**src/rtl/fpu_div16.sv**
```systemverilog
// Sequential binary16 divider: fpuOut = fpuIn1 / fpuIn2, restoring significand division
// with round-to-nearest-even, start/done handshake, condition codes and IEEE status flags.
module fpu_div16 (
    input  logic        clock,
    input  logic        reset,
    input  logic        start,
    input  logic [15:0] fpuIn1,
    input  logic [15:0] fpuIn2,
    output logic [15:0] fpuOut,
    output logic        done,
    output logic [3:0]  condCodes,
    output logic [4:0]  opStatusFlags
);
    localparam int EXPW  = 5;
    localparam int FRACW = 10;
    localparam int BIAS  = 15;
    localparam int QBITS = 13;
    localparam int EW    = EXPW + 3;
    localparam logic signed [EW-1:0] BIAS_S = EW'(BIAS);

    typedef enum logic [2:0] {S_IDLE, S_PREP, S_DIVIDE, S_ROUND, S_DONE} state_t;

    state_t                 state_q, state_d;
    logic [15:0]            a_q, a_d, b_q, b_d;
    logic [FRACW:0]         sig1_q, sig1_d, sig2_q, sig2_d;
    logic signed [EW-1:0]   ex1_q, ex1_d, ex2_q, ex2_d, exp_q, exp_d;
    logic [FRACW+1:0]       rem_q, rem_d;
    logic [QBITS-1:0]       quo_q, quo_d;
    logic [3:0]             cnt_q, cnt_d;
    logic [15:0]            out_q, out_d;
    logic [4:0]             flags_q, flags_d;
    logic [3:0]             cc_q, cc_d;

    function automatic logic [3:0] cc_of(input logic [15:0] v);
        return {v[14:0] == 15'd0, 1'b0, v[15], 1'b0};
    endfunction

    // Operand classification on the latched operands
    logic nan1, nan2, inf1, inf2, zero1, zero2, sign_r;
    assign nan1   = (&a_q[14:10]) && (|a_q[9:0]);
    assign nan2   = (&b_q[14:10]) && (|b_q[9:0]);
    assign inf1   = (&a_q[14:10]) && !(|a_q[9:0]);
    assign inf2   = (&b_q[14:10]) && !(|b_q[9:0]);
    assign zero1  = a_q[14:0] == 15'd0;
    assign zero2  = b_q[14:0] == 15'd0;
    assign sign_r = a_q[15] ^ b_q[15];

    logic        special;
    logic [15:0] spec_res;
    logic [4:0]  spec_flags;

    always_comb begin
        special    = 1'b1;
        spec_res   = '0;
        spec_flags = '0;
        if (nan1 || nan2 || (zero1 && zero2) || (inf1 && inf2)) begin
            spec_res   = 16'h7E00;
            spec_flags = 5'b10000;
        end else if (zero2 && !inf1) begin
            spec_res   = {sign_r, 5'h1F, 10'h0};
            spec_flags = 5'b01000;
        end else if (inf1) begin
            spec_res   = {sign_r, 5'h1F, 10'h0};
        end else if (inf2 || zero1) begin
            spec_res   = {sign_r, 15'h0};
        end else begin
            special    = 1'b0;
        end
    end

    // Rounding: denormalising shift for tiny exponents, then RNE on guard/round/sticky
    logic                 tiny, g_bit, r_bit, sticky, round_up, nx;
    logic [EW-1:0]        shamt;
    logic [QBITS-1:0]     q_sh, lost_mask;
    logic [FRACW+1:0]     mant_r;
    logic signed [EW-1:0] e_fin;
    logic [15:0]          rnd_res;
    logic [4:0]           rnd_flags;

    always_comb begin
        tiny      = exp_q <= 0;
        shamt     = tiny ? EW'(BIAS_S - BIAS_S + 1 - exp_q) : '0;
        q_sh      = quo_q;
        sticky    = |rem_q;
        lost_mask = '0;
        if (tiny) begin
            if (shamt >= EW'(QBITS)) begin
                q_sh   = '0;
                sticky = 1'b1;
            end else begin
                lost_mask = (QBITS'(1) << shamt) - QBITS'(1);
                sticky    = sticky | (|(quo_q & lost_mask));
                q_sh      = quo_q >> shamt;
            end
        end
        g_bit    = q_sh[1];
        r_bit    = q_sh[0];
        round_up = g_bit & (r_bit | sticky | q_sh[2]);
        mant_r   = {1'b0, q_sh[QBITS-1:2]} + {{(FRACW+1){1'b0}}, round_up};
        e_fin    = exp_q + $signed({{(EW-1){1'b0}}, mant_r[FRACW+1]});
        nx       = g_bit | r_bit | sticky;
        if (tiny) begin
            // A subnormal rounding into bit 10 lands exactly on the minimum normal
            rnd_res   = {sign_r, 4'b0, mant_r[FRACW:0]};
            rnd_flags = {2'b00, 1'b0, 1'b0, nx};
        end else if (e_fin >= 31) begin
            rnd_res   = {sign_r, 5'h1F, 10'h0};
            rnd_flags = 5'b00101;
        end else begin
            rnd_res   = {sign_r, e_fin[EXPW-1:0], mant_r[FRACW-1:0]};
            rnd_flags = {2'b00, 1'b0, 1'b0, nx};
        end
        rnd_flags[1] = (rnd_res[14:10] == 5'd0) && nx;
    end

    always_ff @(posedge clock or posedge reset) begin
        if (reset) state_q <= S_IDLE;
        else       state_q <= state_d;
    end

    always_comb begin
        state_d = state_q;
        case (state_q)
            S_IDLE, S_DONE: if (start) state_d = S_PREP;
            S_PREP: begin
                if (special)                       state_d = S_DONE;
                else if (sig1_q[FRACW] && sig2_q[FRACW]) state_d = S_DIVIDE;
            end
            S_DIVIDE: if (cnt_q == 4'(QBITS - 2)) state_d = S_ROUND;
            S_ROUND:  state_d = S_DONE;
            default:  state_d = S_IDLE;
        endcase
    end

    logic                 lt;
    logic [FRACW+1:0]     num;
    logic [FRACW+2:0]     diff;

    always_comb begin
        // NOTE: every next-state signal defaults to its register so no branch infers a latch.
        a_d = a_q;  b_d = b_q;  sig1_d = sig1_q;  sig2_d = sig2_q;
        ex1_d = ex1_q;  ex2_d = ex2_q;  exp_d = exp_q;
        rem_d = rem_q;  quo_d = quo_q;  cnt_d = cnt_q;
        out_d = out_q;  flags_d = flags_q;  cc_d = cc_q;
        lt   = sig1_q < sig2_q;
        num  = lt ? {sig1_q, 1'b0} : {1'b0, sig1_q};
        diff = {1'b0, rem_q} - {2'b00, sig2_q};
        case (state_q)
            S_IDLE, S_DONE: if (start) begin
                a_d    = fpuIn1;
                b_d    = fpuIn2;
                sig1_d = {|fpuIn1[14:10], fpuIn1[9:0]};
                sig2_d = {|fpuIn2[14:10], fpuIn2[9:0]};
                ex1_d  = (|fpuIn1[14:10]) ? $signed({3'b000, fpuIn1[14:10]}) : 8'sd1;
                ex2_d  = (|fpuIn2[14:10]) ? $signed({3'b000, fpuIn2[14:10]}) : 8'sd1;
            end
            S_PREP: begin
                if (special) begin
                    out_d   = spec_res;
                    flags_d = spec_flags;
                    cc_d    = cc_of(spec_res);
                end else if (!sig1_q[FRACW]) begin
                    sig1_d = sig1_q << 1;
                    ex1_d  = ex1_q - 8'sd1;
                end else if (!sig2_q[FRACW]) begin
                    sig2_d = sig2_q << 1;
                    ex2_d  = ex2_q - 8'sd1;
                end else begin
                    // Aligned dividend always yields a leading 1, so the first quotient bit is taken here
                    exp_d = ex1_q - ex2_q + BIAS_S - $signed({{(EW-1){1'b0}}, lt});
                    rem_d = (num - {1'b0, sig2_q}) << 1;
                    quo_d = QBITS'(1);
                    cnt_d = '0;
                end
            end
            S_DIVIDE: begin
                rem_d = (diff[FRACW+2] ? rem_q : diff[FRACW+1:0]) << 1;
                quo_d = {quo_q[QBITS-2:0], !diff[FRACW+2]};
                cnt_d = cnt_q + 4'd1;
            end
            S_ROUND: begin
                out_d   = rnd_res;
                flags_d = rnd_flags;
                cc_d    = cc_of(rnd_res);
            end
            default: ;
        endcase
    end

    // NOTE: sequential state uses non-blocking assignments so all registers update together.
    always_ff @(posedge clock or posedge reset) begin
        if (reset) begin
            a_q <= '0;  b_q <= '0;  sig1_q <= '0;  sig2_q <= '0;
            ex1_q <= '0;  ex2_q <= '0;  exp_q <= '0;
            rem_q <= '0;  quo_q <= '0;  cnt_q <= '0;
            out_q <= '0;  flags_q <= '0;  cc_q <= '0;
        end else begin
            a_q <= a_d;  b_q <= b_d;  sig1_q <= sig1_d;  sig2_q <= sig2_d;
            ex1_q <= ex1_d;  ex2_q <= ex2_d;  exp_q <= exp_d;
            rem_q <= rem_d;  quo_q <= quo_d;  cnt_q <= cnt_d;
            out_q <= out_d;  flags_q <= flags_d;  cc_q <= cc_d;
        end
    end

    always_comb begin
        done          = state_q == S_DONE;
        fpuOut        = out_q;
        condCodes     = cc_q;
        opStatusFlags = flags_q;
    end
endmodule

```
**config.mk**
```make
export PLATFORM = sky130hd
export DESIGN_NAME = fpu_div16
export DESIGN_NICKNAME = d
export VERILOG_FILES = /design/src/rtl/fpu_div16.sv
export SDC_FILE = /design/constraint.sdc
export NUM_CORES = 1
export LEC_CHECK = 0
export BUFFER_PORTS_ARGS = -buffer_cell sky130_fd_sc_hd__buf_2
export CAP_MARGIN = 25
export CELL_PAD_IN_SITES_DETAIL_PLACEMENT = 1
export CELL_PAD_IN_SITES_GLOBAL_PLACEMENT = 2
export CORE_ASPECT_RATIO = 1.4
export CORE_MARGIN = 10
export CORE_UTILIZATION = 34
export DETAILED_ROUTE_END_ITERATION = 16
export PLACE_DENSITY = 0.78
export SLEW_MARGIN = 20
export SYNTH_ARGS = -nofsm -noshare
export SYNTH_HDL_FRONTEND = slang
export SYNTH_SLANG_ARGS = --single-unit
```
**constraint.sdc**
```tcl
create_clock -name clock -period 5.5 [get_ports clock]
set_input_delay 1.1 -clock clock [delete_from_list [all_inputs] [get_ports clock]]
set_output_delay 1.1 -clock clock [all_outputs]
set_load 0.005 [all_outputs]
```
* Word level (Yosys, flattened, before mapping)
Cells that the tools add are included.
W data, S select, Z words.
** Cells by class
- Shift-type cells :: 2
- Equal/unequal tests :: 14
- Bitwise operators :: 9
- Add/sub/neg operators :: 12
- Reductions and logical operators :: 44
- $lt $le $gt $ge :: 4
- Divide/modulo/power cells :: 0
- Multiply operators :: 0
- Muxes and demuxes :: 64
** Operators by type and width (number)
- $mux W11 :: 9
- $mux W16 :: 5
- $mux W13 :: 5
- $mux W8 :: 8
- $logic_not A15 Y1 :: 4
- $pmux W11 S2 :: 2
- $mux W12 :: 3
- $pmux W16 S2 :: 1
- $pmux W8 S2 :: 2
- $mux W15 :: 2
- $pmux W13 S2 :: 1
- $pmux W12 S2 :: 1
- $mux W4 :: 5
- $mux W5 :: 4
- $reduce_or A10 Y1 :: 2
- $mux W3 :: 6
- $ne A2 B2 Y1 const B :: 8
- $pmux W4 S2 :: 2
- $reduce_and A4 Y1 :: 4
- $sub A8 B2 Y8 const B :: 2
- $reduce_and A5 Y1 :: 3
- $and A13 B13 Y13 :: 1
- $reduce_or A13 Y1 :: 1
- $shl A1 B8 Y13 const A :: 1
- other kinds (38) :: 67
** Word-level totals
- Bits in latches :: 0
- Bits of input ports :: 35
- ROM bits :: 0
- Bits in writable memories :: 0
- Logic and storage cells :: 165
- Memories kept :: 0
- Bits in registers :: 135
- Output and inout bits :: 26

* Longest topological paths before layout
Gate-level depths: netlist (run 1).
- Depth in word-level cells :: 20
- Depth in mapped cells :: 29
- Gate-level depth less buffers :: 28

* Worst setup path after synthesis (run 1)
OpenSTA, ideal clock, no wires.
- Kind :: register -> register
- Start point :: register exp_q[1]
- End point :: register cc_q[3], in the netlist condCodes[3]
- Arrival time :: 5.665 ns
- Cell stages (with the launch flop) :: 27
- Clock period less this slack :: 5.766 ns
- Path buffers :: 2
- Data required time :: 5.399 ns
- Path slack :: -0.266 ns
- Setup time :: 0.101 ns
- Path through :: dfrtp_1 clkbuf_1 inv_1 ha_1 or3b_4 or4_4 a21oi_4 a32oi_1 a221o_1 a2111o_1 nand2_2 nor4b_4 nand2_2 nor4b_1 ha_1 ha_1 nand2_1 nor2_1 nor2_1 nand3_1 a22oi_1 a311oi_1 buf_4 nor3_1 a2111oi_4 nand4b_1 o311ai_2
** On the way
- Longest elaborated chain between the ends :: 19
- Elaborated cells between the ends (all ways) :: 24
- Those cells by class :: 4 x add/sub; 3 x order compare; 2 x shift; 8 x mux; 5 x bitwise; 2 x reduce/logical
** Ends and longest elaborated chain
- start, declared :: line 26 : logic signed [EW-1:0] ex1_q, ex1_d, ex2_q, ex2_d, exp_q, exp_d;
- start signal, assigned :: line 194 : ex1_q <= '0; ex2_q <= '0; exp_q <= '0;
- start signal, assigned :: line 199 : ex1_q <= ex1_d; ex2_q <= ex2_d; exp_q <= exp_d;
- $sub A2 B8 Y8 or $le A8 B1 Y1 (tied branches) :: line 82, 81
- $mux W8 :: line 82 : shamt = tiny ? EW'(BIAS_S - BIAS_S + 1 - exp_q) : '0;
- $shl A1 B8 Y13 :: line 91 : lost_mask = (QBITS'(1) << shamt) - QBITS'(1);
- $sub A13 B2 Y13 :: line 91
- $and A13 B13 Y13 :: line 92 : sticky = sticky | (|(quo_q & lost_mask));
- $reduce_or A13 Y1 :: line 92
- $or A1 B1 Y1 :: line 92
- $mux W1 :: line 87 : if (shamt >= EW'(QBITS)) begin
- [3 not listed]
- $and A1 B1 Y1 :: line 98 : round_up = g_bit & (r_bit | sticky | q_sh[2]);
- $add A11 B1 Y12 :: line 99 : mant_r = {1'b0, q_sh[QBITS-1:2]} + {{(FRACW+1){1'b0}}, round_up};
- $add A8 B2 Y8 :: line 100 : e_fin = exp_q + $signed({{(EW-1){1'b0}}, mant_r[FRACW+1]});
- $ge A8 B6 Y1 :: line 106 : end else if (e_fin >= 31) begin
- $mux W15 :: line 106
- $mux W15 * :: line 102 : if (tiny) begin
- $logic_not A15 Y1 * :: line 35 : return {v[14:0] == 15'd0, 1'b0, v[15], 1'b0};
- $pmux W4 S2 * :: line 148 : case (state_q)
- end signal, assigned :: line 196 : out_q <= '0; flags_q <= '0; cc_q <= '0;
- end signal, assigned :: line 201 : out_q <= out_d; flags_q <= flags_d; cc_q <= cc_d;
- end, declared :: line 32 : logic [3:0] cc_q, cc_d;
Every way passes the cells marked *; elsewhere a longest branch is shown, timed or not.
A chain may end at the register's enable or synchronous reset.

* Worst setup path in the final report (run 1)
Ends and elaborated chain as after synthesis.

==> impl_metrics.ini, run 1 <==
[run_status]
outcome = completed

[placed_design]
dp.final_hpwl_mm = 24.5
post-place-cells = 1551
placed_area_mm2 = 0.0104
portBuffers = 58
place_congestion = 0.909
dp_slack_ns = -0.00708

[grt]
grt_pass1_vias = 9448
grt_pass1_wl_mm = 52.1
grtUsageTotal_pct = 18.4
antenna_found_initial = 0
grt_max_degree = 90
overflow = 0

[flow_run]
drv_cap = 0

[power]
cellPowerDensity_mw_per_mm2 = 669
peakVddDrop_mv = 0.291
p_leak_uw = 0.00513

[finish]
drive_above_1_share_pct = 19.4
nets = 1306
stdcell_count = 1590
final_area_mm2 = 0.0111
fill_cells = 3398
layout.cells.most_common_list = nand2_1 (204), dfrtp_1 (130), buf_4 (81)
final_common_cell = nand2_1
diodes = 0
syn_to_final_growth_pct = 17.2

[critical_path]
reg2reg_from = exp_q[1]
worstRegToRegCells = 26
required_ns = 5.83
reg2reg_slack_ns = 0.13
crit_buf_inv = 3
critical_path_depth = 26
slowest_stage = or4_4
crit_path_end_kind = flip-flop
crit_start = exp_q[1]
criticalPathCategory = flip-flop to flip-flop
cp.arrival_ns = 5.70
crit_path_max_incr_delay_ns = 0.56
cp-start-kind = flip-flop
r2r_end = condCodes[3]
crit_fanout = 6
crit_family = simple AND/OR/NAND/NOR gates

[clocking]
cts_sinks = 131
ctsRootBufferMaster = clkbuf_16
numCtsBuffers = 17
cts_max_level = 4
clkTransAtPathRegs_ns = 0.06
worstSkewPairLatency_ns = 0.43
clockBufferDepth = 2
cts_tree = done

[route]
final_antenna_net_count = 0
drc = 0
finalWirelength_mm = 32.2
vias = 8683
drtPass1Iterations = 5
drt_iter0_drc = 360
post_drt_wl_per_cell_um = 20.2
vias_per_cell = 5.46

[timing]
fin_crit_sh_pct = 97.6
setup_tns_ns = 0
fmax_mhz = 186
hold_viol = 0
slew-limit-headroom_pct = 42.1
worstMarginPinSlew_ns = 0.866
maxSlewViolCount = 0
fin_skew_ns = 0.00898
rsz0062_at_grt = true
period_minus_slack_ns = 5.37
setup_viol = 0
layout_setup_ws_ns = 0.133

[logic_synthesis]
async_flop_share_pct = 100
ys_ff_latch = 131
syn-cell-area_mm2 = 0.00947
synth.distinct_cells = 90
avgSynthCellArea_um2 = 8.50
yosysWarnings = 0
seq_area_frac_synth_pct = 34.6
postSynthCellCount = 1114
dominantRegCellSynth = dfrtp_1
synth_edf_count = 0

[floorplanning]
die_y_um = 217
io_pins = 61
num_rows = 72
die_area_mm2 = 0.0350
core-area_mm2 = 0.0276
die_w_um = 161
start_util_pct = 34.4

[worst_hold_path]
min_to = fpuOut[5]
holdPathStages = 2
min_from = fpuOut[5]
worstHoldPathType = flip-flop to flip-flop
[flip-flops by register name, indices dropped and copies added, names as in the netlist]
name / flops
a_q: 16
b_q: 16
cnt_q: 4
condCodes: 2
ex1_q: 8
ex2_q: 8
exp_q: 8
fpuOut: 15
opStatusFlags: 5
quo_q: 13
rem_q: 11
sig1_q: 11
sig2_q: 11
state_q: 3
[metrics by stage]
step | hold slack (ns) | total power, uW | util [%]
after global routing | 0.498 | 8100 | 40.3
after CTS | 0.478 | 7430 | 39.7
after floorplan | 0.446 | 4980 | -
final | 0.469 | 7430 | 40.3
after global placement | 0.457 | 6240 | 37.8
after detailed placement | 0.464 | 6370 | 37.8
[what timing repair did]
action	in CTS	in global routing
hold buffers	0	0
cloned	0	1
setup endpoints to repair	1	4
pin swaps	1	20
buffers inserted	3	6
resized for setup	1	19
[cells in the mapped netlist, types with 10 or more instances]
master    number  area (um2)
a22oi_1       28         210
inv_1         50         188
o21ai_0       80         400
nor4_1        16         100
xor2_1        15         131
nor3b_1       10        75.1
mux2i_1       11         110
nand2b_1      13        81.3
a21oi_1       64         320
xnor2_1       32         280
dfrtp_1      131        3280
ha_1          57         713
buf_6         10         113
or3_1         13        81.3
o22ai_1       11        68.8
nand3_1       27         135
nor2_1        63         236
a21o_1        23         173
clkbuf_1      39         146
a22o_1        16         140
nor3_1        21         105
nand2_1      206         773
mux2_2        10         113
[metal layers]
layer | vias to the layer above | routed length (um) | track usage (%)
li1 | 4187 | - | -
met1 | 4278 | 13100 | 20.5
met2 | 161 | 17100 | 34.0
met3 | 57 | 809 | 2.40
met4 | 0 | 1140 | 8.36
met5 | - | 0 | 0
[kinds of logic (layout without fill, tap and decap cells)]
logic type	after synthesis	count (layout)	share of synthesized area [%]
adder cells (fa/ha/maj)	61	61	8.38
AO/OA/AOI/OAI	316	316	22.8
other	1	2	0.0396
buffers and inverters	117	222	6.46
flip-flops	131	131	34.6
XOR/XNOR	47	47	4.35
multiplexers	21	21	2.35
AND/OR/NAND/NOR	420	420	21.0
[worst register-to-register path: cells and delay by family (launching register included)]
kind                       cells  cell delay (ns)
AOI/OAI and AO/OA              8             1.82
adders and majority gates      3             0.54
DFF                            1             0.42
and+or+nand+nor               12             2.11
buffers and inverters          3             0.38
[cell type report]
cell class | instances | area, um2 | area share [%]
clock buffers | 22 | 454 | 4.09
clock inverters | 7 | 37.5 | 0.338
inverters | 51 | 199 | 1.79
multi-input cells | 867 | 5720 | 51.5
flip-flops and latches | 131 | 3280 | 29.5
well taps | 370 | 463 | 4.17
repair buffers | 142 | 948 | 8.54
[power breakdown]
| part | total (uW) | internal (uW) | switching [uW] |
|---|---|---|---|
| Clock | 1000 | 574 | 428 |
| Sequential | 1800 | 1370 | 423 |
| Combinational | 4630 | 1980 | 2650 |
| Total | 7430 | 3930 | 3500 |
[worst max-delay path by stage]
| stage | slack [ns] | endpoint |
|---|---|---|
| floorplan | 0.01 | condCodes[3] |
| global placement | 0.10 | condCodes[3] |
| detailed placement | -0.007 | condCodes[3] |
| CTS | 0.03 | condCodes[3] |
| global route | -0.16 | condCodes[3] |
| finish | 0.13 | condCodes[3] |
Power figures use the tool's default switching activity.
==> inputs of run 2 (changes only) <==
--- a/config.mk
+++ b/config.mk
@@ -5,6 +5,7 @@
 export SDC_FILE = /design/constraint.sdc
 export NUM_CORES = 1
 export LEC_CHECK = 0
+export ABC_CLOCK_PERIOD_IN_PS = 4300
 export BUFFER_PORTS_ARGS = -buffer_cell sky130_fd_sc_hd__buf_2
 export CAP_MARGIN = 25
 export CELL_PAD_IN_SITES_DETAIL_PLACEMENT = 1
==> constraint.sdc (replaced) <==
create_clock -name clock -period 4.3 [get_ports clock]
set_input_delay 0.86 -clock clock [delete_from_list [all_inputs] [get_ports clock]]
set_output_delay 0.86 -clock clock [all_outputs]
set_load 0.005 [all_outputs]
==> impl_metrics.ini, run 2 (synthesis gave the netlist of run 1 again) <==
[route]
drtPass1Iterations = 4
drc = 0
vias = 9434
post_drt_wl_per_cell_um = 20.5
vias_per_cell = 5.43
final_antenna_net_count = 0
drt_iter0_drc = 434
finalWirelength_mm = 35.6

[critical_path]
crit_buf_inv = 2
endpoint = condCodes[3]
crit_start = exp_q[2]
critical_path_depth = 22
crit_fanout = 8
reg2reg_from = exp_q[2]
crit_path_max_incr_delay_ns = 0.52
crit_family = compound AO/OA/AOI/OAI gates
required_ns = 4.64
cp.arrival_ns = 5.65
worstRegToRegCells = 22
r2r_end = condCodes[3]
slowest_stage = or4_4
crit_path_end_kind = flip-flop
reg2reg_slack_ns = -1.00
cp-start-kind = flip-flop
cp_cell_sequence = inv_2, ha_4, or3b_4, or4_4, a21oi_4, a32oi_2, a221o_1, a2111o_1, nand2_2, nor4b_4, nand2_2, nor4b_2, ha_2, ha_4, xnor2_1, nor2_1, a22oi_2, a311oi_2, buf_4, a21o_4, o31a_4, o311ai_2
criticalPathCategory = flip-flop to flip-flop

[run_status]
violations = negative setup slack
outcome = complete, but fails checks

[timing]
setup_viol = 24
hold_viol = 0
fin_crit_sh_pct = 123
maxSlewViolCount = 0
fmax_mhz = 189
rsz0062_at_grt = true
fin_skew_ns = 0.00825
period_minus_slack_ns = 5.30
slew-limit-headroom_pct = 45.2
worstMarginPinSlew_ns = 0.821
layout_setup_ws_ns = -1.00

[clocking]
ctsRootBufferMaster = clkbuf_16
worstSkewPairLatency_ns = 0.44
cts_max_level = 4
clockBufferDepth = 2
clkTransAtPathRegs_ns = 0.06
cts_tree = done
cts_sinks = 131
numCtsBuffers = 17

[placed_design]
dp_slack_ns = -1.24
placed_area_mm2 = 0.0114
portBuffers = 58
dp.final_hpwl_mm = 26.7
place_congestion = 0.920

[finish]
drive_above_1_share_pct = 31.9
diodes = 0
fill_cells = 3323
final_common_cell = buf_4
nets = 1452
final_area_mm2 = 0.0126
syn_to_final_growth_pct = 32.8
layout.cells.most_common_list = buf_4 (214), nand2_1 (202), dfrtp_1 (130)

[floorplanning]
die_y_um = 217
die_w_um = 161
start_util_pct = 34.4
die_area_mm2 = 0.0350
core-area_mm2 = 0.0276
io_pins = 61
num_rows = 72

[worst_hold_path]
worstHoldPathType = flip-flop to flip-flop

[grt]
grt_pass1_vias = 10300
antenna_found_initial = 0
grt_pass1_wl_mm = 56.7
grt_max_degree = 132
grtUsageTotal_pct = 20.3
overflow = 0

[power]
p_leak_uw = 0.00595
cellPowerDensity_mw_per_mm2 = 906
peakVddDrop_mv = 0.391

[flow_run]
drv_cap = 0
[run 2: timing repair]
| action | CTS | global route |
|---|---|---|
| hold buffers | 0 | 0 |
| setup buffers | 38 | 8 |
| endpoints found under the setup margin | 26 | 30 |
| resized for setup | 38 | 50 |
| pin swaps | 35 | 21 |
[run 2: final cells by class]
class	instances	area, um2	area share (%)
multi-input combinational	867	5960	47.4
sequential	131	3280	26.1
tap	370	463	3.68
clock inverter	13	138	1.09
inverter	51	203	1.61
timing repair buffer	288	2100	16.7
clock buffer	18	439	3.49
[run 2: tightest hold or removal path, delay by kind of cell, from the launching register on]
family / cells / cell delay, ns
DFF: 1 / 0.34
and+or+nand+nor: 2 / 0.10
[run 2: stage by stage]
stage               TNS [ns]  hold slack, ns  total power (uW)  utilization, %  cells
floorplan             -15.31           0.446              6470               -   1115
global placement      -16.43           0.458              8870            41.3   1668
detailed placement    -19.11           0.463              9050            41.3   1668
CTS                   -15.94           0.478             11100            44.9   1737
global route          -22.41           0.509             12400            45.6   1738
finish                -16.90           0.472             11400            45.6   1738
[run 2: power by group]
part	total (uW)	internal [uW]	switching [uW]	leakage (uW)
logic	7720	3660	4060	0.00403
registers	2230	1760	473	0.00165
clock network	1450	861	585	0.000278
[run 2: layer usage]
layer	global-route usage, %	up-vias	wire (um)
li1	-	4485	-
met1	20.4	4696	13100
met2	39.0	168	19900
met3	2.91	85	801
met4	11.2	0	1800
met5	0	-	0
[run 2: how the worst min path moves through the flow]
stage                     startpoint                to  depth (start not counted)
finish                        a_q[1]            a_q[1]                          2
global route        opStatusFlags[4]  opStatusFlags[4]                          2
CTS                           a_q[8]            a_q[8]                          2
detailed placement            a_q[8]            a_q[8]                          2
global placement              b_q[3]            b_q[3]                          2
floorplan                     a_q[0]            a_q[0]                          2
